`config.mk`:
```
export PLATFORM = sky130hd
export DESIGN_NAME = cache_ctrl_4way
export DESIGN_NICKNAME = d
export VERILOG_FILES = /design/src/rtl/cache_ctrl_4way.sv
export SDC_FILE = /design/constraint.sdc
export NUM_CORES = 1
export LEC_CHECK = 0
export CAP_MARGIN = 20
export CORE_MARGIN = 4
export CORE_UTILIZATION = 50
export CTS_CLUSTER_SIZE = 10
export DETAILED_ROUTE_END_ITERATION = 16
export GPL_TIMING_DRIVEN = 1
export PLACE_DENSITY_LB_ADDON = 0.25
export SETUP_SLACK_MARGIN = 0.5
export SLEW_MARGIN = 40
export SYNTH_ARGS = -nofsm -noshare
export SYNTH_HDL_FRONTEND = slang
export SYNTH_SLANG_ARGS = --single-unit
```
`constraint.sdc`:
```
create_clock -name clk -period 2.2 [get_ports clk]
set_input_delay 0.44 -clock clk [delete_from_list [all_inputs] [get_ports clk]]
set_output_delay 0.44 -clock clk [all_outputs]
set_load 0.01 [all_outputs]
```
`src/rtl/cache_ctrl_4way.sv`:
```
// cache_ctrl_4way: control FSM for a 4-way set-associative L1 cache.
// Handles hit/miss sequencing, dirty-victim writeback and line fill. It also
// owns the per-set tree pseudo-LRU bits that choose the victim way on a miss.
module cache_ctrl_4way #(
    parameter int SET_W = 3
) (
    input  logic             clk,
    input  logic             rst,
    input  logic             cpu_read,
    input  logic             cpu_write,
    input  logic [SET_W-1:0] cpu_index,
    output logic             cpu_resp,
    input  logic [3:0]       hit,
    input  logic [3:0]       dirty,
    output logic             pmem_read,
    output logic             pmem_write,
    input  logic             pmem_resp,
    output logic [1:0]       way_sel,
    output logic             load_tag,
    output logic             load_data,
    output logic             data_src_mem,
    output logic             set_dirty,
    output logic             clr_dirty,
    output logic             addr_sel
);

    localparam int NUM_SETS = 2 ** SET_W;

    typedef enum logic [1:0] {
        S_IDLE,
        S_COMPARE,
        S_WRITEBACK,
        S_ALLOCATE
    } state_t;

    state_t     state_q, state_d;
    logic [2:0] lru_q [NUM_SETS];
    logic [2:0] lru_d [NUM_SETS];
    logic [1:0] victim_q, victim_d;

    logic [2:0] lru_cur;
    logic       hit_any;
    logic [1:0] hit_way;
    logic [1:0] victim_way;

    // Marks way w as most recently used: the root and the pair bit are
    // pointed away from w so the next victim comes from elsewhere.
    function automatic logic [2:0] lru_touch(input logic [2:0] cur, input logic [1:0] w);
        logic [2:0] nxt;
        case (w)
            2'd0:    nxt = {1'b1, 1'b1, cur[0]};
            2'd1:    nxt = {1'b1, 1'b0, cur[0]};
            2'd2:    nxt = {1'b0, cur[1], 1'b1};
            default: nxt = {1'b0, cur[1], 1'b0};
        endcase
        return nxt;
    endfunction

    // Decode the indexed set: lowest hitting way and the LRU-selected victim.
    always_comb begin
        lru_cur = lru_q[cpu_index];
        hit_any = |hit;
        if (hit[0])      hit_way = 2'd0;
        else if (hit[1]) hit_way = 2'd1;
        else if (hit[2]) hit_way = 2'd2;
        else             hit_way = 2'd3;
        if (!lru_cur[2]) victim_way = lru_cur[1] ? 2'd1 : 2'd0;
        else             victim_way = lru_cur[0] ? 2'd3 : 2'd2;
    end

    // State, LRU array and latched victim; reset clears everything at once.
    always_ff @(posedge clk or posedge rst) begin
        if (rst) begin
            state_q  <= S_IDLE;
            victim_q <= 2'd0;
            for (int i = 0; i < NUM_SETS; i++) begin
                lru_q[i] <= 3'b000;
            end
        end else begin
            state_q  <= state_d;
            victim_q <= victim_d;
            for (int i = 0; i < NUM_SETS; i++) begin
                lru_q[i] <= lru_d[i];
            end
        end
    end

    // Next state; LRU only moves on hits, victim is captured on a miss.
    always_comb begin
        state_d  = state_q;
        victim_d = victim_q;
        for (int i = 0; i < NUM_SETS; i++) begin
            lru_d[i] = lru_q[i];
        end
        case (state_q)
            S_IDLE: begin
                if (cpu_read || cpu_write) state_d = S_COMPARE;
            end
            S_COMPARE: begin
                if (hit_any) begin
                    lru_d[cpu_index] = lru_touch(lru_cur, hit_way);
                    state_d          = S_IDLE;
                end else begin
                    victim_d = victim_way;
                    state_d  = dirty[victim_way] ? S_WRITEBACK : S_ALLOCATE;
                end
            end
            S_WRITEBACK: begin
                if (pmem_resp) state_d = S_ALLOCATE;
            end
            S_ALLOCATE: begin
                if (pmem_resp) state_d = S_COMPARE;
            end
            default: state_d = S_IDLE;
        endcase
    end

    // Datapath and handshake controls, all low unless the state calls for them.
    always_comb begin
        cpu_resp     = 1'b0;
        pmem_read    = 1'b0;
        pmem_write   = 1'b0;
        way_sel      = 2'd0;
        load_tag     = 1'b0;
        load_data    = 1'b0;
        data_src_mem = 1'b0;
        set_dirty    = 1'b0;
        clr_dirty    = 1'b0;
        addr_sel     = 1'b0;
        case (state_q)
            S_COMPARE: begin
                if (hit_any) begin
                    cpu_resp = 1'b1;
                    way_sel  = hit_way;
                    if (cpu_write) begin
                        load_data = 1'b1;
                        set_dirty = 1'b1;
                    end
                end
            end
            S_WRITEBACK: begin
                pmem_write = 1'b1;
                addr_sel   = 1'b1;
                way_sel    = victim_q;
            end
            S_ALLOCATE: begin
                pmem_read = 1'b1;
                way_sel   = victim_q;
                if (pmem_resp) begin
                    load_tag     = 1'b1;
                    load_data    = 1'b1;
                    data_src_mem = 1'b1;
                    clr_dirty    = 1'b1;
                end
            end
            default: ;
        endcase
    end

endmodule

```
==> results.py <==
metrics = {
    "routing": {
        "via_per_inst": 5.359,
        "drc_errors": 0,
        "dr.pass1.iters": 4,
        "drt-initial-drc-count": 27,
        "wl_um": 4145,
        "ant_nets": 0,
        "wl_per_cell_um": 17.94,
        "num_vias": 1238,
    },
    "logic_synthesis": {
        "yosysTopAreaCell": "dfrtp_1",
        "synth_top_cell_area_share_pct": 42.72,
        "synth-simple-area-share_pct": 10.83,
        "seq_area_frac_synth_pct": 42.72,
        "synth_top_family_by_area": "multiplexers",
        "syn_inst": 132,
        "synth_cell_types": 30,
        "synthMuxAreaShare_pct": 29.98,
        "synth-xor-area-share_pct": 0,
        "syn_avg_cell_area_sq_um": 12.43,
        "ys_warn_count": 0,
        "synth_compound_area_share_pct": 7.399,
        "synth-edff-count": 0,
        "ys_ff_latch": 28,
        "synth.area.top_cells": "dfrtp_1, mux2_2, mux2i_1",
        "synthAdderAreaFrac_pct": 3.814,
        "synth_area_sq_mm": 0.001640,
        "synthArstFlopShare_pct": 100.0,
        "synth_ff_type": "dfrtp_1",
        "syn-num-nets": 153,
    },
    "job": {
        "cap_viol_max_count": 0,
    },
    "hold_path": {
        "hp-class": "in2async",
    },
    "worst_setup_path": {
        "required_ps": 1760,
        "critPathCaptureType": "output pin",
        "path_class": "reg2out",
        "crit_fanout": 3,
        "crit_start": "state_q[0]",
        "cp-start-kind": "flip-flop",
        "r2r-start": "state_q[1]",
        "worstPathArrival_ps": 1610,
    },
    "placed_design": {
        "placedCellCount": 211,
        "io_buffers": 26,
        "hpwl_um": 2659,
        "gp_congestion": 0.7759,
    },
    "cts": {
        "htree_levels": 1,
        "cts.clk_slew.worst_paths_ps": 160,
        "cts_buffer_depth": 2,
        "cts_tree": "built",
        "cts.sinks": 28,
        "clk_latency_ps": 330,
        "cts_made_buffers": 3,
        "cts_root_buf": "clkbuf_4",
    },
    "power": {
        "power.leakage_nw": 1.075,
        "ir_drop_v": 0.0006341,
        "p_per_area_mw_per_mm2": 1002,
        "p_total_mw": 2.408,
    },
    "timing": {
        "fin_setup_tns_ps": 0,
        "fin_crit_ps": 2047,
        "fin_crit_sh_pct": 93.06,
        "setup_viol_count_final": 0,
        "final_max_slew_viol_count": 0,
        "hold_viol_final": 0,
        "max_slew.worst_pin.slew_ps": 363.1,
        "skew_ps": 9.310,
        "max_clock_freq_ghz": 0.4884,
        "max_slew_margin_pct": 75.80,
        "rsz0062_at_grt": "yes",
        "hold_slack_ps": 467.6,
    },
    "cells_and_area": {
        "area_growth_pct": 46.53,
        "final_cell_mix": "dfrtp_1, buf_4, buf_6",
        "drive_above_1_share_pct": 56.68,
        "diodes": 0,
        "instances_no_fill": 231,
        "final_nets": 209,
        "final_common_cell": "dfrtp_1",
    },
    "global_route": {
        "grt_max_degree": 29,
        "grt_first_pass_wirelength_um": 6382,
        "grt_pass1_vias": 1325,
        "track_usage_pct": 19.20,
        "gr-total-overflow": 0,
        "antenna_found_initial": 0,
    },
    "floorplanning": {
        "die_x_um": 65.28,
        "die_area_sq_mm": 0.004261,
        "die_h_um": 65.28,
        "pin_count": 27,
        "start_util_pct": 52.86,
        "fp.coreArea_sq_mm": 0.003103,
        "rows": 20,
    },
    "run_status": {
        "status": "completed",
    },
}
[logic make-up after synthesis]
logic type      count (synthesis)
fa+ha+maj                       5
simple gates                   30
flops                          28
compound gates                 15
buf+inv                        13
mux                            41
[worst max-delay path, cell delays in order, from the launching register on]
cell and delay [ps]:
dfrtp_2 480, ha_4 180, a21boi_4 140, and2_4 140
or2_4 220, buf_6 120
[state kept, by name, summed over array words and instances, names as in the netlist]
signal and flops:
state_q 2, victim_q 2, lru_q 24
[final cells by class]
class                      instances  area [sq um]
tap                               44         55.05
inverter                           5         21.27
clock buffer                       3         22.52
fill                             182         699.4
clock inverter                     1         30.03
multi-input combinational         91          1030
sequential                        28         701.9
timing repair buffer              59         543.0
[path summary, 6_finish.rpt]
kind | cells past startpoint | slack, ps | endpoint
max in group asynchronous | 3 | 1440 | state_q[0]
min | 3 | 470 | lru_q[10]
min reg2reg | 2 | 510 | victim_q[0]
max | 5 | 150 | load_data
max reg2reg | 8 | 270 | lru_q[9]
min in group clk | 2 | 510 | victim_q[0]
[power by group]
group	internal (mW)	switching [mW]
Combinational	0.695	0.480
Sequential	0.754	0.139
Clock	0.184	0.155
[layer usage]
layer	GRT usage, %	up-vias	wire length [um]
met3	2.906	10	189
li1	-	581	-
met4	4.404	0	96
met5	0	-	0
met1	22.97	613	1710
met2	35.90	34	2149
[Yosys cell counts, drive strengths merged (2+ instances only)]
library cell  instances
a21oi                 3
and2                  4
buf                   7
dfrtp                28
ha                    5
inv                   5
mux2                 25
mux2i                12
mux4                  4
nand2                 7
nand3                 2
nand3b                3
nor2                  6
nor3b                 3
o21ai                 8
or2                   2
[repair_timing]
action	in CTS	in global routing
setup buffers	5	11
hold buffers	0	0
setup endpoints to repair	38	34
resized for setup	86	18
pin swaps	10	3
[through the flow]
| stage | utilization [%] | instance area [sq um] | worst slack, ps |
|---|---|---|---|
| 6_report | 77.46 | 2404 | 152.6 |
| 3_5_place_dp | 66.13 | 2052 | -416.4 |
| 3_3_place_gp | 66.13 | 2052 | -373.6 |
| 5_1_grt | 77.46 | 2404 | 101.7 |
| 2_1_floorplan | - | 1677 | 507.2 |
| 4_1_cts | 73.06 | 2267 | 163.0 |
Power figures use the tool's default switching activity.
